--- config.mk ---
export PLATFORM = sky130hd
export DESIGN_NAME = dvp_capture_sequencer_flat
export DESIGN_NICKNAME = d
export VERILOG_FILES = /design/src/rtl/dvp_ctrl_pkg.sv /design/src/rtl/dvp_capture_sequencer_if.sv /design/src/rtl/dvp_seq_timer.sv /design/src/rtl/dvp_capture_sequencer.sv /design/src/flat_wrapper.sv
export SDC_FILE = /design/constraint.sdc
export NUM_CORES = 1
export LEC_CHECK = 0
export BUFFER_PORTS_ARGS = -buffer_cell sky130_fd_sc_hd__buf_2
export CAP_MARGIN = 20
export CORE_ASPECT_RATIO = 1.2
export CORE_MARGIN = 4
export CORE_UTILIZATION = 40
export CTS_BUF_LIST = sky130_fd_sc_hd__clkbuf_2 sky130_fd_sc_hd__clkbuf_4 sky130_fd_sc_hd__clkbuf_8
export CTS_CLUSTER_DIAMETER = 30
export DETAILED_ROUTE_END_ITERATION = 8
export GPL_TIMING_DRIVEN = 0
export PLACE_DENSITY = 0.58
export SLEW_MARGIN = 20
export SYNTH_ARGS = -nofsm -noshare
export SYNTH_HDL_FRONTEND = slang
export SYNTH_SLANG_ARGS = --single-unit
--- constraint.sdc ---
create_clock -name i_axi_clk -period 2.2 [get_ports i_axi_clk]
set_input_delay 0.55 -clock i_axi_clk [delete_from_list [all_inputs] [get_ports i_axi_clk]]
set_output_delay 0.55 -clock i_axi_clk [all_outputs]
set_load 0.02 [all_outputs]
--- src/rtl/dvp_ctrl_pkg.sv ---
// ============================================================================
// Module      : dvp_ctrl_pkg
// Description : Shared state codes, default delays and a timer sizing helper
//               for the DVP capture sequencer.
// Revision    : 1.0 - initial release
// ============================================================================
`default_nettype none

package dvp_ctrl_pkg;

  // Sequencer state codes; also exported on o_state for status/debug
  localparam logic [2:0] C_ST_OFF  = 3'd0;
  localparam logic [2:0] C_ST_PWUP = 3'd1;
  localparam logic [2:0] C_ST_RSTW = 3'd2;
  localparam logic [2:0] C_ST_IDLE = 3'd3;
  localparam logic [2:0] C_ST_ARM  = 3'd4;
  localparam logic [2:0] C_ST_CAPT = 3'd5;

  typedef enum logic [2:0] {
    ST_OFF  = C_ST_OFF,
    ST_PWUP = C_ST_PWUP,
    ST_RSTW = C_ST_RSTW,
    ST_IDLE = C_ST_IDLE,
    ST_ARM  = C_ST_ARM,
    ST_CAPT = C_ST_CAPT
  } seq_state_e;

  // Default sensor power-up delays at a 100 MHz AXI clock
  localparam int unsigned C_T_PWDN_CYCLES_DEF  = 100000;   // 1 ms
  localparam int unsigned C_T_RESET_CYCLES_DEF = 2000000;  // 20 ms
  localparam int unsigned C_FRAME_CNT_W_DEF    = 16;

  // Counter width able to hold (max delay - 1); never narrower than one bit
  function automatic int unsigned timer_width(input int unsigned a, input int unsigned b);
    int unsigned m;
    int unsigned w;
    m = (a > b) ? a : b;
    w = $clog2(m);
    return (w < 1) ? 1 : w;
  endfunction

endpackage

`default_nettype wire

--- src/rtl/dvp_capture_sequencer_if.sv ---
// ============================================================================
// Module      : dvp_capture_sequencer_if
// Description : Control/status bundle between the register file / pads and
//               the capture sequencer.
// Revision    : 1.0 - initial release
// ============================================================================
`default_nettype none

interface dvp_capture_sequencer_if #(
  parameter int unsigned P_FRAME_CNT_WIDTH = 16
);

  logic                         i_enable;
  logic                         i_start;
  logic                         i_stop;
  logic [P_FRAME_CNT_WIDTH-1:0] i_num_frames;
  logic                         i_vsync;
  logic                         o_dvp_pwdn;
  logic                         o_dvp_resetb;
  logic                         o_capture_en;
  logic                         o_ready;
  logic                         o_busy;
  logic                         o_done;
  logic [P_FRAME_CNT_WIDTH-1:0] o_frame_cnt;
  logic [2:0]                   o_state;

  // Register file / sensor side: drives requests, observes status
  modport master (
    output i_enable, i_start, i_stop, i_num_frames, i_vsync,
    input  o_dvp_pwdn, o_dvp_resetb, o_capture_en, o_ready, o_busy,
           o_done, o_frame_cnt, o_state
  );

  // Sequencer side
  modport slave (
    input  i_enable, i_start, i_stop, i_num_frames, i_vsync,
    output o_dvp_pwdn, o_dvp_resetb, o_capture_en, o_ready, o_busy,
           o_done, o_frame_cnt, o_state
  );

endinterface

`default_nettype wire

--- src/rtl/dvp_seq_timer.sv ---
// ============================================================================
// Module      : dvp_seq_timer
// Description : Clearable up-counter with a terminal-count compare, shared by
//               the PWDN and RESETB wait phases.
// Revision    : 1.0 - initial release
// ============================================================================
`default_nettype none

module dvp_seq_timer
  import dvp_ctrl_pkg::*;
#(
  parameter int unsigned P_T_PWDN_CYCLES  = C_T_PWDN_CYCLES_DEF,
  parameter int unsigned P_T_RESET_CYCLES = C_T_RESET_CYCLES_DEF,
  localparam int unsigned C_W = timer_width(P_T_PWDN_CYCLES, P_T_RESET_CYCLES)
) (
  input  wire logic           i_clk,
  input  wire logic           i_rst,
  input  wire logic           i_clr,
  input  wire logic           i_inc,
  input  wire logic [C_W-1:0] i_tc_val,
  output logic                o_tc
);

  logic [C_W-1:0] count_q;

  // Count up while enabled; clear has priority so a phase change restarts at 0
  always_ff @(posedge i_clk) begin
    if (i_rst || i_clr) begin
      count_q <= '0;
    end else if (i_inc) begin
      count_q <= count_q + 1'b1;
    end
  end

  assign o_tc = (count_q == i_tc_val);

endmodule

`default_nettype wire

--- src/rtl/dvp_capture_sequencer.sv ---
// ============================================================================
// Module      : dvp_capture_sequencer
// Description : Sensor power-up sequencing and frame-aligned capture gating
//               for the DVP camera datapath (single i_axi_clk domain).
// Revision    : 1.0 - initial release
// ============================================================================
`default_nettype none

module dvp_capture_sequencer
  import dvp_ctrl_pkg::*;
#(
  parameter int unsigned P_T_PWDN_CYCLES   = C_T_PWDN_CYCLES_DEF,
  parameter int unsigned P_T_RESET_CYCLES  = C_T_RESET_CYCLES_DEF,
  parameter int unsigned P_FRAME_CNT_WIDTH = C_FRAME_CNT_W_DEF
) (
  input  wire logic               i_axi_clk,
  input  wire logic               i_axi_rst,
  dvp_capture_sequencer_if.slave  bus
);

  localparam int unsigned    C_TMR_W    = timer_width(P_T_PWDN_CYCLES, P_T_RESET_CYCLES);
  localparam logic [C_TMR_W-1:0] C_TC_PWDN  = C_TMR_W'(P_T_PWDN_CYCLES - 1);
  localparam logic [C_TMR_W-1:0] C_TC_RESET = C_TMR_W'(P_T_RESET_CYCLES - 1);

  seq_state_e                   state_q, state_d;
  logic                         vsync_q;
  logic [P_FRAME_CNT_WIDTH-1:0] frame_cnt_q, frame_cnt_d;
  logic [P_FRAME_CNT_WIDTH-1:0] num_frames_q, num_frames_d;
  logic                         stop_pending_q, stop_pending_d;
  logic                         done_q, done_d;

  logic                         vsync_rise;
  logic [P_FRAME_CNT_WIDTH-1:0] frame_cnt_inc;
  logic                         tmr_clr;
  logic                         tmr_inc;
  logic [C_TMR_W-1:0]           tmr_tc_val;
  logic                         tmr_tc;

  // vsync_q resets high so a VSYNC already high out of reset is not an edge
  assign vsync_rise    = bus.i_vsync & ~vsync_q;
  assign frame_cnt_inc = frame_cnt_q + 1'b1;

  dvp_seq_timer #(
    .P_T_PWDN_CYCLES  (P_T_PWDN_CYCLES),
    .P_T_RESET_CYCLES (P_T_RESET_CYCLES)
  ) u_timer (
    .i_clk    (i_axi_clk),
    .i_rst    (i_axi_rst),
    .i_clr    (tmr_clr),
    .i_inc    (tmr_inc),
    .i_tc_val (tmr_tc_val),
    .o_tc     (tmr_tc)
  );

  // State, edge-detect history and run bookkeeping registers
  always_ff @(posedge i_axi_clk) begin
    if (i_axi_rst) begin
      state_q        <= ST_OFF;
      vsync_q        <= 1'b1;
      frame_cnt_q    <= '0;
      num_frames_q   <= '0;
      stop_pending_q <= 1'b0;
      done_q         <= 1'b0;
    end else begin
      state_q        <= state_d;
      vsync_q        <= bus.i_vsync;
      frame_cnt_q    <= frame_cnt_d;
      num_frames_q   <= num_frames_d;
      stop_pending_q <= stop_pending_d;
      done_q         <= done_d;
    end
  end

  // Next-state logic; loss of enable overrides every other request
  always_comb begin
    state_d        = state_q;
    frame_cnt_d    = frame_cnt_q;
    num_frames_d   = num_frames_q;
    stop_pending_d = stop_pending_q;
    done_d         = 1'b0;
    tmr_clr        = 1'b0;
    tmr_inc        = 1'b0;
    tmr_tc_val     = C_TC_PWDN;

    if (!bus.i_enable) begin
      state_d = ST_OFF;
      tmr_clr = 1'b1;
    end else begin
      case (state_q)
        ST_OFF: begin
          state_d = ST_PWUP;
          tmr_clr = 1'b1;
        end
        ST_PWUP: begin
          tmr_inc    = 1'b1;
          tmr_tc_val = C_TC_PWDN;
          if (tmr_tc) begin
            state_d = ST_RSTW;
            tmr_clr = 1'b1;
          end
        end
        ST_RSTW: begin
          tmr_inc    = 1'b1;
          tmr_tc_val = C_TC_RESET;
          if (tmr_tc) begin
            state_d = ST_IDLE;
          end
        end
        ST_IDLE: begin
          // A simultaneous stop is meaningless here, so start always wins
          if (bus.i_start) begin
            state_d        = ST_ARM;
            num_frames_d   = bus.i_num_frames;
            frame_cnt_d    = '0;
            stop_pending_d = 1'b0;
          end
        end
        ST_ARM: begin
          if (bus.i_stop) begin
            state_d = ST_IDLE;
          end else if (vsync_rise) begin
            state_d = ST_CAPT;
          end
        end
        ST_CAPT: begin
          if (vsync_rise) begin
            frame_cnt_d = frame_cnt_inc;
            if (((num_frames_q != '0) && (frame_cnt_inc == num_frames_q)) ||
                stop_pending_q || bus.i_stop) begin
              state_d = ST_IDLE;
              done_d  = 1'b1;
            end
          end else if (bus.i_stop) begin
            // Finish the frame in flight; end the run at the next boundary
            stop_pending_d = 1'b1;
          end
        end
        default: begin
          state_d = ST_OFF;
          tmr_clr = 1'b1;
        end
      endcase
    end
  end

  assign bus.o_dvp_pwdn   = (state_q == ST_OFF);
  assign bus.o_dvp_resetb = !((state_q == ST_OFF) || (state_q == ST_PWUP));
  assign bus.o_capture_en = (state_q == ST_CAPT);
  assign bus.o_ready      = (state_q == ST_IDLE);
  assign bus.o_busy       = (state_q == ST_ARM) || (state_q == ST_CAPT);
  assign bus.o_done       = done_q;
  assign bus.o_frame_cnt  = frame_cnt_q;
  assign bus.o_state      = state_q;

endmodule

`default_nettype wire

--- src/flat_wrapper.sv ---
// flat-port wrapper written by rule: the top's interface ports become plain ports
module dvp_capture_sequencer_flat import dvp_ctrl_pkg::*;
#(
  parameter int unsigned P_T_PWDN_CYCLES   = C_T_PWDN_CYCLES_DEF,
  parameter int unsigned P_T_RESET_CYCLES  = C_T_RESET_CYCLES_DEF,
  parameter int unsigned P_FRAME_CNT_WIDTH = C_FRAME_CNT_W_DEF
)
  (i_axi_clk, i_axi_rst, bus_i_enable, bus_i_start, bus_i_stop, bus_i_num_frames, bus_i_vsync, bus_o_dvp_pwdn, bus_o_dvp_resetb, bus_o_capture_en, bus_o_ready, bus_o_busy, bus_o_done, bus_o_frame_cnt, bus_o_state);
  dvp_capture_sequencer_if #(.P_FRAME_CNT_WIDTH(P_FRAME_CNT_WIDTH)) bus_i ();
  input  wire logic i_axi_clk;
  input  wire logic i_axi_rst;
  input wire logic [$bits(bus_i.i_enable)-1:0] bus_i_enable;
  input wire logic [$bits(bus_i.i_start)-1:0] bus_i_start;
  input wire logic [$bits(bus_i.i_stop)-1:0] bus_i_stop;
  input wire logic [$bits(bus_i.i_num_frames)-1:0] bus_i_num_frames;
  input wire logic [$bits(bus_i.i_vsync)-1:0] bus_i_vsync;
  output wire logic [$bits(bus_i.o_dvp_pwdn)-1:0] bus_o_dvp_pwdn;
  output wire logic [$bits(bus_i.o_dvp_resetb)-1:0] bus_o_dvp_resetb;
  output wire logic [$bits(bus_i.o_capture_en)-1:0] bus_o_capture_en;
  output wire logic [$bits(bus_i.o_ready)-1:0] bus_o_ready;
  output wire logic [$bits(bus_i.o_busy)-1:0] bus_o_busy;
  output wire logic [$bits(bus_i.o_done)-1:0] bus_o_done;
  output wire logic [$bits(bus_i.o_frame_cnt)-1:0] bus_o_frame_cnt;
  output wire logic [$bits(bus_i.o_state)-1:0] bus_o_state;
  assign bus_i.i_enable = bus_i_enable;
  assign bus_i.i_start = bus_i_start;
  assign bus_i.i_stop = bus_i_stop;
  assign bus_i.i_num_frames = bus_i_num_frames;
  assign bus_i.i_vsync = bus_i_vsync;
  assign bus_o_dvp_pwdn = bus_i.o_dvp_pwdn;
  assign bus_o_dvp_resetb = bus_i.o_dvp_resetb;
  assign bus_o_capture_en = bus_i.o_capture_en;
  assign bus_o_ready = bus_i.o_ready;
  assign bus_o_busy = bus_i.o_busy;
  assign bus_o_done = bus_i.o_done;
  assign bus_o_frame_cnt = bus_i.o_frame_cnt;
  assign bus_o_state = bus_i.o_state;
  dvp_capture_sequencer #(.P_T_PWDN_CYCLES(P_T_PWDN_CYCLES), .P_T_RESET_CYCLES(P_T_RESET_CYCLES), .P_FRAME_CNT_WIDTH(P_FRAME_CNT_WIDTH)) u_core (.i_axi_clk(i_axi_clk), .i_axi_rst(i_axi_rst), .bus(bus_i));
endmodule
## Word-level counts from Yosys, hierarchy flattened

Index checks and enable logic that the tools add are counted.

- Bits in registers: 59
- Latch bits: 0
- Bits in writable memories: 0
- ROM bits: 0
- Input port bits: 22
- Output and inout port bits: 25
- Word-level logic and storage cells: 70
- Memories kept: 0

- Add/sub/neg operators: 2
- Multipliers: 0
- Div/mod/pow operators: 0
- Order comparisons: 0
- Equal/unequal tests: 15
- Shifts and indexed selects: 0
- Muxes and demuxes: 23
- Bitwise logic cells: 5
- Reductions and logical operators: 18

Operators with widths:

| cell | count |
|---|---|
| $mux W21 | 2 |
| $mux W16 | 2 |
| $pmux W16 S2 | 1 |
| $add A21 B1 Y21 const B | 1 |
| $eq A21 B21 Y1 | 1 |
| $mux W3 | 7 |
| $pmux W3 S6 | 1 |
| $add A16 B1 Y16 const B | 1 |
| $eq A16 B16 Y1 | 1 |
| $reduce_bool A16 Y1 | 1 |
| $mux W1 | 8 |
| $ne A2 B1 Y1 const B | 4 |
| $reduce_or A4 Y1 | 2 |
| $eq A3 B2 Y1 const B | 2 |
| $eq A3 B3 Y1 const B | 2 |
| $ne A2 B2 Y1 const B | 3 |
| $reduce_and A6 Y1 | 1 |
| $logic_or A1 B1 Y1 | 5 |
| $reduce_and A5 Y1 | 1 |
| $not A1 Y1 | 4 |
| $pmux W1 S2 | 2 |
| $reduce_and A4 Y1 | 1 |
| $reduce_or A2 Y1 | 2 |
| $eq A3 B1 Y1 const B | 1 |
| 7 further kinds | 7 |

## Longest topological paths before layout

Gate-level depths: netlist (run 1).

- Depth after elaboration: 8
- Mapped depth: 8
- Gate-level depth less buffers: 7

## Hierarchy

Synthesis (run 1) repeated with hierarchy kept, for this count alone.

- Cell total of the unflattened synthesis: 441
- Area, all modules: 3649.8 µm²

Modules (own cells, without submodules):

| module | instances | cells each | area each (µm²) | sequential area each (µm²) |
|---|---|---|---|---|
| dvp_capture_sequencer | 1 | 296 | 2418.6 | 760.7 |
| dvp_seq_timer | 1 | 145 | 1231.2 | 420.4 |

## Worst setup path after synthesis (run 1)

No wires, ideal clock.

- Path kind: register to register
- Start: reg u_core.state_q[0] (netlist: u_core.bus.o_state[0])
- End: reg u_core.frame_cnt_q[7] (netlist: u_core.bus.o_frame_cnt[7])
- Setup time: 0.070 ns
- Arrival time: 2.128 ns
- Required time: 2.130 ns
- Slack: 0.002 ns
- Stages on the path, launching flop included: 7
- Buffers on the path: 1
- Clock period less this slack: 2.198 ns
- Cell sequence: dfxtp_1 > buf_4 > inv_1 > nor3_4 > nand3_1 > or4_2 > a21oi_1

- Cells in the longest elaborated chain, start to end: 3
- Elaborated cells between the ends (all ways): 7
- Classes of those cells: 4 x eq/ne; 1 x mux; 2 x reduce/logical

Ends and longest elaborated chain:

| element | RTL line | text |
|---|---|---|
| from (decl) | dvp_capture_sequencer.sv:25 | `seq_state_e state_q, state_d;` |
| from (signal assigned) | dvp_capture_sequencer.sv:65 | `state_q <= state_d;` |
| $eq A3 B3 Y1 * | - |  |
| via bus_o_capture_en | flat_wrapper.sv:19 | `output wire logic [$bits(bus_i.o_capture_en)-1:0] bus_o_capture_en;` |
| $ne A2 B1 Y1 (no line) / $reduce_bool A2 Y1 (equally long branches) | - |  |
| $reduce_and A4 Y1 (no line) | - |  |
| to (signal assigned) | dvp_capture_sequencer.sv:67 | `frame_cnt_q <= frame_cnt_d;` |
| to (decl) | dvp_capture_sequencer.sv:27 | `logic [P_FRAME_CNT_WIDTH-1:0] frame_cnt_q, frame_cnt_d;` |

The timed path passes the listed nets; every way through them passes the cells marked *.
A chain may end at the register's enable or synchronous reset.

## Final worst setup path (run 1)

- Start: reg u_core.frame_cnt_q[13] (netlist: u_core.bus.o_frame_cnt[13])
- End: reg u_core.state_q[2] (netlist: u_core.bus.o_state[2])

- Cells in the longest elaborated chain, start to end: 7

Ends and longest elaborated chain:

| element | RTL line | text |
|---|---|---|
| $add A16 B1 Y16 | dvp_capture_sequencer.sv:41 | `assign frame_cnt_inc = frame_cnt_q + 1'b1;` |
| $eq A16 B16 Y1 | dvp_capture_sequencer.sv:128 | `if (((num_frames_q != '0) && (frame_cnt_inc == num_frames_q)) \|\|` |
| $logic_and A1 B1 Y1 | dvp_capture_sequencer.sv:128 |  |
| $logic_or A1 B1 Y1 | dvp_capture_sequencer.sv:128 |  |
| $logic_or A1 B1 Y1 | dvp_capture_sequencer.sv:129 | `stop_pending_q \|\| bus.i_stop) begin` |
| $ne A2 B1 Y1 (no line) | - |  |
| $reduce_and A6 Y1 (no line) | - |  |

No other way between the ends.

==> summary.md, run 1 <==
| Metric | Value |
|---|---|
| Root buffer cell | `clkbuf_8` |
| Post-DP HPWL | `6346 um` |
| Core area | `0.007839 mm^2` |
| Gr usage total | `18.29%` |
| Vias | `3155` |
| DRC Markers | `0` |
| Critical path data required time | `2.43 ns` |
| Final #Nets | `498` |
| Diode count | `0` |
| Clock Skew | `0.006601 ns` |
| Syn Inst Count | `413` |
| Routed wire per std cell | `15.43 um` |
| Fin crit period | `2.116 ns` |
| PortBufs | `45` |
| WP data arrival | `2.34 ns` |
| Sequential fraction of the synthesis area | `36.02%` |
| Skew-Pair Late Insertion Delay | `0.34 ns` |
| Post-Syn Nets | `437` |
| Main synth FF type | `dfxtp_1` |
| Bufs on Longest Clock Path | `2` |
| Ys async rst share | `0%` |
| Max-Cap Viols | `0` |
| Initial antenna violation count | `0` |
| HP Class | `in -> reg` |
| DRT Wirelength | `8813 um` |
| Iteration-0 DRC Markers | `83` |
| Design area | `0.004071 mm^2` |
| Antenna Violating Nets Remaining | `0` |
| Final hold viol count | `0` |
| Largest net degree at the start of global routing | `11` |
| Worst Reg-to-Reg Cells | `5` |
| Max Freq | `472.6 MHz` |
| Routability Congestion | `0.8348` |
| Die Height | `107.2 um` |
| Clk pwr share | `50.6%` |
| Flip-flop and latch count after synthesis | `59` |
| Unique masters post-synth | `62` |
| Grt ovf | `0` |
| Initial core utilization | `41.84%` |
| Crit path max-delay cell type | `or4_4` |
| Register share of total power | `45.4%` |
| Max VDD drop | `0.0003923 V` |
| Reg clk slew, reported paths | `0.07 ns` |
| Vias in the first global route | `3046` |
| Io pins | `47` |
| TritonRoute pass-1 iters | `5` |
| Worst slew margin relative to its limit | `62.11%` |
| Actual slew at the worst max-slew pin | `0.5671 ns` |
| Mapped cell area | `0.003279 mm^2` |
| Status | `finished clean` |
| Avg Cell Area, Syn | `7.940 um^2` |
| Clock Sinks | `59` |
| Placement Cell Area | `0.003620 mm^2` |
| H-tree depth | `3` |
| Design Power | `2.349 mW` |
| Die Footprint | `0.009717 mm^2` |
| CTS tree | `built` |
| P&R area growth vs syn | `24.15%` |
| Vias per cell | `5.525` |
| Critical path class | `reg -> reg` |
| Power Density | `576.9 mW/mm^2` |
| Tcrit/Tclk final | `96.18%` |
| CP Launch Type | `flop` |
| Gate power share | `4.0%` |
| P_int | `1.860 mW` |
| Synth Warn # | `0` |
| Leakage power | `1.494 nW` |
| Number of enable flip-flop cells after synthesis | `0` |
| FP Rows | `35` |
| Num CTS Buffers | `9` |
| DIE WIDTH | `90.66 um` |
| Crit-path max FO | `10` |
| Worst hold stages | `2` |
| Net switching power | `488.9 uW` |
| First-pass GRT wire length | `14330 um` |
| Share of post-route cells with drive strength above 1 | `25.68%` |
| Critical path, cell by cell | `and2b_2 -> or4_4 -> a2111oi_4 -> nand4_1 -> o2bb2ai_1` |
| Crit path capture type | `flop` |
| Final Setup Violations | `0` |
| CP max stage delay | `0.55 ns` |
| Final Max Tran Viols | `0` |
| Most frequent cells in the layout | `nand2_1, nor2_1, dfxtp_1` |
| Sw Share | `20.82%` |
-- timing repair --
item / 4_1_cts / 5_1_grt
pin swaps: 4 / 7
endpoints found under the setup margin: 5 / 46
setup buffers: 1 / 9
hold buffers: 0 / 0
resized for setup: 14 / 29
-- area by class of cell --
type	instances	area, um^2
Clock buffer	13	178.9
Tap cell	92	115.1
Inverter	5	18.77
Buffer	18	108.9
Sequential cell	59	1214
Timing Repair Buffer	55	305.3
Fill cell	767	3767
Clock inverter	3	67.56
Multi-Input combinational cell	326	2063
-- routing by layer --
metal  GRT usage (%)  share of wire, %  wire length, um
met2           32.22                51             4515
met5               0                 0                0
met4           8.425               2.4              215
met1           20.75                43             3807
met3           4.491               3.1              275
-- worst max-delay path, delay by kind of cell, from the launching register on --
| kind | cells | cell delay, ns |
|---|---|---|
| flip-flops | 1 | 0.41 |
| AO/OA/AOI/OAI | 2 | 0.55 |
| AND/OR/NAND/NOR | 3 | 1.05 |
-- state kept, by name, indices dropped and copies added, names as in the netlist --
name and count:
u_core.vsync_q 1, u_core.bus.o_frame_cnt 16, u_core.num_frames_q 16, u_core.stop_pending_q 1, u_core.bus.o_state 3, u_core.bus.o_done 1
u_core.u_timer.count_q 21
-- per-stage QoR --
step	setup TNS [ns]	util [%]	hold WS [ns]	cells	setup WS [ns]
floorplan	0	-	0.4288	413	0.001726
global placement	-3.267	46.18	0.4366	550	-0.2328
detailed placement	-3.994	46.18	0.4468	550	-0.2623
CTS	0	49.77	0.3950	564	0.004250
global route	-0.002168	51.94	0.4009	571	-0.001669
finish	0	51.94	0.4153	571	0.08401
-- kinds of logic (layout without fill, tap and decap cells) --
family	after synthesis	in the layout	share of synthesized area (%)
compound gates	82	82	15.19
flops	59	59	36.02
buf+inv	28	94	4.121
simple gates	201	201	32.96
fa+ha+maj	2	2	0.7629
xor+xnor	41	41	10.95
-- worst paths after layout --
| check | to | from | slack (ns) |
|---|---|---|---|
| worst max-delay path | u_core.bus.o_state[2]$_SDFFE_PP0P_ | u_core.bus.o_frame_cnt[13]$_SDFFE_PP0P_ | 0.08 |
| worst min-delay path | u_core.vsync_q$_SDFF_PP1_ | bus_i_vsync | 0.42 |
| worst max register to register | u_core.bus.o_state[2]$_SDFFE_PP0P_ | u_core.bus.o_frame_cnt[13]$_SDFFE_PP0P_ | 0.08 |
| worst min register to register | u_core.stop_pending_q$_SDFFE_PP0P_ | u_core.stop_pending_q$_SDFFE_PP0P_ | 0.46 |
-- power groups by stage --
stage	logic [mW]	clock network (mW)	registers (mW)
detailed placement	0.0919	0	1.10
finish	0.0941	1.19	1.07
global route	0.104	1.27	1.07
floorplan	0.0491	0	1.10
CTS	0.0926	1.23	1.07
global placement	0.0913	0	1.10
-- cells in the mapped netlist (all sizes together), types with 3 or more instances --
cell / instances / area share [%]
a211oi: 4 / 0.92
a21oi: 42 / 6.4
a311oi: 4 / 1.1
a31oi: 3 / 0.57
and2: 4 / 0.76
and2b: 3 / 0.80
and3: 8 / 1.6
buf: 9 / 1.6
clkbuf: 14 / 1.9
dfxtp: 59 / 36
inv: 5 / 0.57
nand2: 52 / 6.0
nand2b: 4 / 0.99
nand3: 15 / 2.4
nand3b: 3 / 0.69
nand4: 14 / 2.9
nor2: 54 / 6.3
nor2b: 4 / 0.76
nor3: 10 / 2.0
nor4: 6 / 1.6
nor4b: 3 / 0.80
o21ai: 15 / 2.3
or3: 5 / 1.1
or4: 4 / 1.1
xnor2: 27 / 7.2
xor2: 14 / 3.7
Power figures use the tool's default switching activity.
==> inputs of run 2 (changes only) <==
- SYNTH_HIERARCHICAL: not set -> 1
==> run 2 against run 1 <==
Clock power down 12%. Core utilization up 3.1 points. Clock skew up 0.0082 ns. Global-route usage up 1.1 points. Routed wire length up 14%. Total power down 1.7%. Largest power group is now registers. Sequential cell count unchanged. Via count up 10%. Die area up 10%. The flow now finishes with violations (setup timing). Critical endpoint is now u_core/u_timer/count_q[18]$_SDFFE_PP0P_. Highest routed layer unchanged.
==> summary.md, run 2 <==
| Metric | Value |
|---|---|
| Final hold viol count | `0 (unchanged)` |
| Avg Cell Area, Syn | `8.276 um^2 (was 7.940 um^2)` |
| Post-Route Utilization | `55.07% (was 51.94%)` |
| Crit path max-delay cell type | `dfxtp_4 (was or4_4)` |
| Crit path to | `u_core/u_timer/count_q[18]$_SDFFE_PP0P_ (was u_core.bus.o_state[2]$_SDFFE_PP0P_)` |
| Max-Cap Viols | `0 (unchanged)` |
| Flip-flop and latch count after synthesis | `59 (unchanged)` |
| Most flops, register | `u_core/u_timer/count_q (was u_core.u_timer.count_q)` |
| Ys async rst share | `0% (unchanged)` |
| Final #Nets | `560 (was 498)` |
| Clock Sinks | `59 (unchanged)` |
| TritonRoute pass-1 iters | `4 (was 5)` |
| Reg2reg end | `u_core/u_timer/count_q[18]$_SDFFE_PP0P_ (was u_core.bus.o_state[2]$_SDFFE_PP0P_)` |
| Worst Reg-to-Reg Cells | `14 (was 5)` |
| Final Max Tran Viols | `0 (unchanged)` |
| DRT Wirelength | `10050 um (was 8813 um)` |
| Tcrit/Tclk final | `117.6% (was 96.18%)` |
| P&R area growth vs syn | `32.02% (was 24.15%)` |
| Worst r2r src | `u_core/bus.o_state[0]$_SDFFE_PP0P_ (was u_core.bus.o_frame_cnt[13]$_SDFFE_PP0P_)` |
| Fillers | `816 (was 767)` |
| Sequential fraction of the synthesis area | `32.36% (was 36.02%)` |
| Root buffer cell | `clkbuf_8 (unchanged)` |
| Routability Congestion | `0.8495 (was 0.8348)` |
| Power Density | `479.1 mW/mm^2 (was 576.9 mW/mm^2)` |
| H-tree depth | `3 (unchanged)` |
| Critical path data required time | `2.43 ns (about the same)` |
| CTS tree | `built (unchanged)` |
| Final setup margin | `-0.3874 ns (was 0.08401 ns)` |
| Synth Warn # | `6 (was 0)` |
| CP Launch Point | `u_core/bus.o_state[0]$_SDFFE_PP0P_ (was u_core.bus.o_frame_cnt[13]$_SDFFE_PP0P_)` |
| Min-delay src | `bus_i_vsync (unchanged)` |
| Status | `finished with violations (was finished clean)` |
| Post-synth top area share | `32.36% (was 36.02%)` |
| WP data arrival | `2.82 ns (was 2.34 ns)` |
| DRC Markers | `0 (unchanged)` |
| Gr usage total | `19.37% (was 18.29%)` |
| Synth area leader | `dfxtp_1 (unchanged)` |
| First-pass GRT wire length | `16470 um (was 14330 um)` |
| Number of enable flip-flop cells after synthesis | `0 (unchanged)` |
| Routed wire per std cell | `15.36 um (was 15.43 um)` |
| Io pins | `47 (unchanged)` |
| PortBufs | `46 (was 45)` |
| Antenna Violating Nets Remaining | `0 (unchanged)` |
| Die Footprint | `0.01072 mm^2 (was 0.009717 mm^2)` |
| Iteration-0 DRC Markers | `128 (was 83)` |
| Most common cell after layout, fill and taps aside | `dfxtp_1` |
| Diode count | `0 (unchanged)` |
| Actual slew at the worst max-slew pin | `0.5898 ns (was 0.5671 ns)` |
| Post-DP HPWL | `7118 um (was 6346 um)` |
| Critical path class | `reg -> reg (unchanged)` |
| Vias in the first global route | `3360 (was 3046)` |
| Reg clk slew, reported paths | `0.07 ns (about the same)` |
| Initial core utilization | `41.71% (was 41.84%)` |
| CP Launch Type | `flop (unchanged)` |
| Most numerous cell in the Yosys netlist | `dfxtp_1 (unchanged)` |
| Final Setup Violations | `24 (was 0)` |
| Main synth FF type | `dfxtp_1 (unchanged)` |
| Bufs on Longest Clock Path | `2 (unchanged)` |
| Clock Skew | `0.01480 ns (was 0.006601 ns)` |
| FP Rows | `37 (was 35)` |
| Vias | `3480 (was 3155)` |
| Critical path, cell by cell | `clkbuf_16 -> nor2_4 -> nand3_4 -> clkinv_4 -> buf_4 -> xnor2_1 -> nand4_1 -> nor4_4 -> nand2_1 -> o211ai_1 -> or2_4 -> buf_8 -> nor2_2 -> a41o_1 (was and2b_2 -> or4_4 -> a2111oi_4 -> nand4_1 -> o2bb2ai_1)` |
| Skew-Pair Late Insertion Delay | `0.34 ns (about the same)` |
| Crit-path max FO | `5 (was 10)` |
| FF-to-FF setup slack | `-0.39 ns (was 0.08 ns)` |
| DIE WIDTH | `95.20 um (was 90.66 um)` |
| Grt ovf | `0 (unchanged)` |
| Max FFs per register | `21 (unchanged)` |
| Max Freq | `386.5 MHz (was 472.6 MHz)` |
| Syn Inst Count | `441 (was 413)` |
| HP Class | `in -> reg (unchanged)` |
| Share of post-route cells with drive strength above 1 | `31.84% (was 25.68%)` |
| Initial antenna violation count | `0 (unchanged)` |
| RSZ-0062 raised after global routing | `yes` |
| Pre-CTS setup slack | `-0.6624 ns (was -0.2623 ns)` |
| CP max stage delay | `0.35 ns (was 0.55 ns)` |
| Vias per cell | `5.321 (was 5.525)` |
| Mapped cell area | `0.003650 mm^2 (was 0.003279 mm^2)` |
| Crit path capture type | `flop (unchanged)` |
| Core area | `0.008750 mm^2 (was 0.007839 mm^2)` |
| Largest net degree at the start of global routing | `12 (was 11)` |
| Leakage power | `1.930 nW (was 1.494 nW)` |
| Num CTS Buffers | `9 (unchanged)` |
| Reg area | `0.001207 mm^2 (was 0.001214 mm^2)` |
| Max VDD drop | `0.0002666 V (was 0.0003923 V)` |
| Worst slew margin relative to its limit | `60.68% (was 62.11%)` |
| Multi-input gate area | `0.002562 mm^2 (was 0.002063 mm^2)` |
| Failing checks | `setup timing` |
| Post-synth top cells | `dfxtp_1, nor2_1, xor2_1, a21oi_1, nand2_1 (was dfxtp_1, nor2_1, nand2_1, a21oi_1, xnor2_1)` |
| Fin crit period | `2.587 ns (was 2.116 ns)` |
| Design Power | `2.308 mW (was 2.349 mW)` |
| Unique masters post-synth | `58 (was 62)` |
| Die Height | `112.6 um (was 107.2 um)` |
| Synth area leaders | `dfxtp_1, xor2_1, nor2_1, mux2i_1, xnor2_1 (was dfxtp_1, xnor2_1, a21oi_1, nor2_1, nand2_1)` |
| Most frequent cells in the layout | `dfxtp_1, buf_2, nor2_1 (was nand2_1, nor2_1, dfxtp_1)` |
## run 2: cell types whose count changed in the layout (fill, tap and decap cells not counted), moves of 9 or more
cell and change:
nand2_1 -25, xor2_1 +18, a21oi_1 -18, conb_1 +12, nor2_1 -12, nor2_4 +9, buf_4 +13, mux2i_1 +20
## run 2: cell type report
cell class                 count  share of cell area [%]
sequential                    59                   25.06
multi-input combinational    360                   53.18
clock buffer                  13                   3.583
clock inverter                 2                  0.7271
tap                          117                   3.038
buffer                        23                   3.947
inverter                       8                  0.7271
timing repair buffer          72                   9.738
## run 2: stage by stage
step / hold WS (ns) / cells / setup TNS [ns] / instance area [um^2]
final: 0.4130 / 654 / -7.744 / 4818
after global routing: 0.4036 / 654 / -11.32 / 4818
after CTS: 0.3964 / 646 / -9.586 / 4576
after detailed placement: 0.4836 / 614 / -13.90 / 4169
after global placement: 0.4769 / 614 / -12.89 / 4169
after floorplan: 0.4584 / 451 / -0.5658 / 3792
## run 2: routing by layer
metal	GRT usage [%]	vias to the layer above	share of wire, %
met4	5.679	0	1.9
met5	0	-	0
met1	23.05	1610	42
li1	-	1759	-
met3	5.094	18	4.4
met2	33.63	93	51
## run 2: worst min path at each step
| stage | to | slack (ns) | depth (start not counted) |
|---|---|---|---|
| 2_1_floorplan | u_core/u_timer/count_q[20]$_SDFFE_PP0P_ | 0.46 | 2 |
| 3_3_place_gp | u_core/u_timer/count_q[20]$_SDFFE_PP0P_ | 0.48 | 2 |
| 3_5_place_dp | u_core/u_timer/count_q[20]$_SDFFE_PP0P_ | 0.48 | 2 |
| 4_1_cts | u_core/vsync_q$_SDFF_PP1_ | 0.40 | 2 |
| 5_1_grt | u_core/vsync_q$_SDFF_PP1_ | 0.40 | 2 |
| 6_report | u_core/vsync_q$_SDFF_PP1_ | 0.41 | 2 |
## run 2: cell families after synthesis
logic type      count (synthesis)  synth area share, %
xor+xnor                       52                12.48
simple gates                  196                30.17
buf+inv                        32                4.079
mux                            21                5.794
other cells                     2               0.2058
fa+ha+maj                       5                1.714
flops                          59                32.36
compound gates                 74                13.20
## run 2: report_power, final
part           internal [mW]  switching (mW)  total, mW
sequential              1.07         0.00384       1.07
clock                  0.621           0.430       1.05
combinational         0.0866          0.0998      0.186
total                   1.78           0.533       2.31
## run 2: worst max-delay path, delay by kind of cell, from the launching register on
family | cells | cell delay (ns)
compound gates | 2 | 0.38
xor+xnor | 1 | 0.24
buf+inv | 4 | 0.48
flops | 1 | 0.35
simple gates | 7 | 1.04
## run 2: timing repair
item / CTS / global route
hold buffers: 0 / 0
pin swaps: 19 / 29
gates resized for setup: 18 / 55
setup endpoints to repair: 32 / 49
setup buffers: 17 / 10
gates cloned: 0 / 1
==> inputs of run 3 (changes only) <==
- CORE_UTILIZATION: 40 -> 45
- PLACE_DENSITY: 0.58 -> 0.64
==> run 3 against run 2 <==
The run still ends with setup timing left. Global-route usage is 1.2 points higher. Sequential cell count stayed put. Clock skew is 0.0076 ns lower. Sequential power hardly changed. Routed wire length is 1.3% higher. Setup slack worse by 0.046 ns. Die area is 10% lower. Total power is 5.1% higher. Clock power is 11% higher. Critical path type unchanged.
==> summary.md, run 3 (synthesis gave the netlist of run 2 again) <==
| Metric | Value |
|---|---|
| RSZ-0062 raised after global routing | `yes (unchanged)` |
| Design area | `0.004785 mm^2 (was 0.004818 mm^2)` |
| Gr usage total | `20.60% (was 19.37%)` |
| Io pins | `47 (unchanged)` |
| CP Launch Point | `u_core/bus.o_state[0]$_SDFFE_PP0P_ (unchanged)` |
| Most common cell after layout, fill and taps aside | `dfxtp_1 (unchanged)` |
| Tcrit/Tclk final | `119.7% (was 117.6%)` |
| Fin crit period | `2.634 ns (was 2.587 ns)` |
| Most frequent cells in the layout | `dfxtp_1, buf_2, nor2_1 (unchanged)` |
| DIE WIDTH | `90.21 um (was 95.20 um)` |
| Crit path to | `u_core/bus.o_state[0]$_SDFFE_PP0P_ (was u_core/u_timer/count_q[18]$_SDFFE_PP0P_)` |
| Max VDD drop | `0.0003839 V (was 0.0002666 V)` |
| Final Max Tran Viols | `0 (unchanged)` |
| Crit path capture type | `flop (unchanged)` |
| Final Setup Violations | `24 (unchanged)` |
| First-pass GRT wire length | `16020 um (was 16470 um)` |
| CTS Hold Bufs | `0 (unchanged)` |
| Vias in the first global route | `3402 (was 3360)` |
| H-tree depth | `3 (unchanged)` |
| Post-DP HPWL | `7021 um (was 7118 um)` |
| Power Density | `507.0 mW/mm^2 (was 479.1 mW/mm^2)` |
| Clock Sinks | `59 (unchanged)` |
| Status | `finished with violations (unchanged)` |
| Die Footprint | `0.009621 mm^2 (was 0.01072 mm^2)` |
| Worst r2r src | `u_core/bus.o_state[0]$_SDFFE_PP0P_ (unchanged)` |
| Diode count | `0 (unchanged)` |
| FP Rows | `35 (was 37)` |
| WHS | `0.4060 ns (was 0.4130 ns)` |
| Placement Cell Area | `0.004138 mm^2 (was 0.004169 mm^2)` |
| Min-delay src | `bus_i_vsync (unchanged)` |
| Iteration-0 DRC Markers | `148 (was 128)` |
| Actual slew at the worst max-slew pin | `0.5641 ns (was 0.5898 ns)` |
| Failing checks | `setup timing (unchanged)` |
| Share of post-route cells with drive strength above 1 | `30.35% (was 31.84%)` |
| Antenna Violating Nets Remaining | `0 (unchanged)` |
| PortBufs | `46 (unchanged)` |
| Leakage power | `1.932 nW (was 1.930 nW)` |
| Reg2reg end | `u_core/bus.o_state[0]$_SDFFE_PP0P_ (was u_core/u_timer/count_q[18]$_SDFFE_PP0P_)` |
| Final setup margin | `-0.4335 ns (was -0.3874 ns)` |
| P&R area growth vs syn | `31.09% (was 32.02%)` |
| Skew-Pair Late Insertion Delay | `0.34 ns (about the same)` |
| Max Freq | `379.7 MHz (was 386.5 MHz)` |
| Most flops, register | `u_core/u_timer/count_q (unchanged)` |
| Bufs on Longest Clock Path | `2 (unchanged)` |
| WP data arrival | `2.85 ns (was 2.82 ns)` |
| Critical path data required time | `2.42 ns (was 2.43 ns)` |
| Worst hold stages | `2 (unchanged)` |
| Critical path class | `reg -> reg (unchanged)` |
| Final hold viol count | `0 (unchanged)` |
| Crit-path max FO | `4 (was 5)` |
| Vias | `3636 (was 3480)` |
| Clock Skew | `0.007196 ns (was 0.01480 ns)` |
| Root buffer cell | `clkbuf_8 (unchanged)` |
| Vias per cell | `5.781 (was 5.321)` |
| Routed wire per std cell | `16.19 um (was 15.36 um)` |
| Largest net degree at the start of global routing | `12 (unchanged)` |
| FF-to-FF setup slack | `-0.43 ns (was -0.39 ns)` |
| Routability Congestion | `0.8840 (was 0.8495)` |
| DRT Wirelength | `10180 um (was 10050 um)` |
| Worst Reg-to-Reg Cells | `15 (was 14)` |
| Reg clk slew, reported paths | `0.07 ns (about the same)` |
| Initial antenna violation count | `0 (unchanged)` |
| Initial core utilization | `46.82% (was 41.71%)` |
| Worst slew margin relative to its limit | `62.40% (was 60.68%)` |
| CTS tree | `built (unchanged)` |
| Grt ovf | `0 (unchanged)` |
| Max FFs per register | `21 (unchanged)` |
| HP Class | `in -> reg (unchanged)` |
| Final #Nets | `559 (was 560)` |
| Num CTS Buffers | `9 (unchanged)` |
| Core area | `0.007795 mm^2 (was 0.008750 mm^2)` |
| TritonRoute pass-1 iters | `4 (unchanged)` |
| CP Launch Type | `flop (unchanged)` |
| Die Height | `106.7 um (was 112.6 um)` |
| Post-Route Utilization | `61.38% (was 55.07%)` |
| Max-Cap Viols | `0 (unchanged)` |
| DRC Markers | `0 (unchanged)` |
-- run 3: timing repair --
action,in CTS,in global routing
buffers inserted,17,8
pin swaps,16,24
gates resized for setup,18,41
gates cloned,0,1
endpoints found under the setup margin,34,48
-- run 3: worst min path at each step --
stage                                                    to
finish                            u_core/vsync_q$_SDFF_PP1_
CTS                               u_core/vsync_q$_SDFF_PP1_
global route                      u_core/vsync_q$_SDFF_PP1_
global placement    u_core/u_timer/count_q[20]$_SDFFE_PP0P_
floorplan           u_core/u_timer/count_q[20]$_SDFFE_PP0P_
detailed placement  u_core/u_timer/count_q[20]$_SDFFE_PP0P_
-- run 3: final cells by class --
type                       instances  area [um^2]
multi-input combinational        360         2545
timing repair buffer              71        462.9
clock inverter                     4        72.57
fill                             695         3010
clock buffer                      12        158.9
buffer                            23        188.9
tap                               92        115.1
sequential                        59         1206
inverter                           8        35.03
-- run 3: per-stage QoR --
step	setup TNS (ns)	instances	worst slack [ns]	power [mW]
floorplan	-0.5658	451	-0.08148	1.190
global placement	-13.71	589	-0.6602	1.236
detailed placement	-13.89	589	-0.6412	1.238
CTS	-9.207	622	-0.4566	2.428
global route	-11.12	629	-0.5464	2.538
finish	-8.502	629	-0.4335	2.426
-- run 3: report_power, final --
part           internal [mW]  leakage, nW  switching [mW]
combinational         0.0876         1.33          0.0999
clock                  0.711        0.116           0.457
sequential              1.07        0.482         0.00358
total                   1.87         1.93           0.560
-- run 3: worst max-delay path, cell delays in order, from the launching register on --
cell	delay, ns
dfxtp_4	0.35
clkbuf_16	0.14
nor2_4	0.10
nand3_4	0.13
clkinv_4	0.09
xor2_1	0.09
nor4_2	0.32
nand4_1	0.21
nor4_4	0.25
mux2i_1	0.12
nand2_1	0.08
a21o_1	0.15
nor2_1	0.07
a32o_1	0.21
nor2_1	0.13
o21ai_1	0.08
-- run 3: routing by layer --
| metal | GRT usage [%] | up-vias | part of all wire, % |
|---|---|---|---|
| met5 | 0 | - | 0 |
| met4 | 11.05 | 0 | 3.6 |
| met3 | 4.140 | 32 | 5.3 |
| met2 | 36.89 | 129 | 51 |
| met1 | 22.93 | 1712 | 40 |
| li1 | - | 1763 | - |
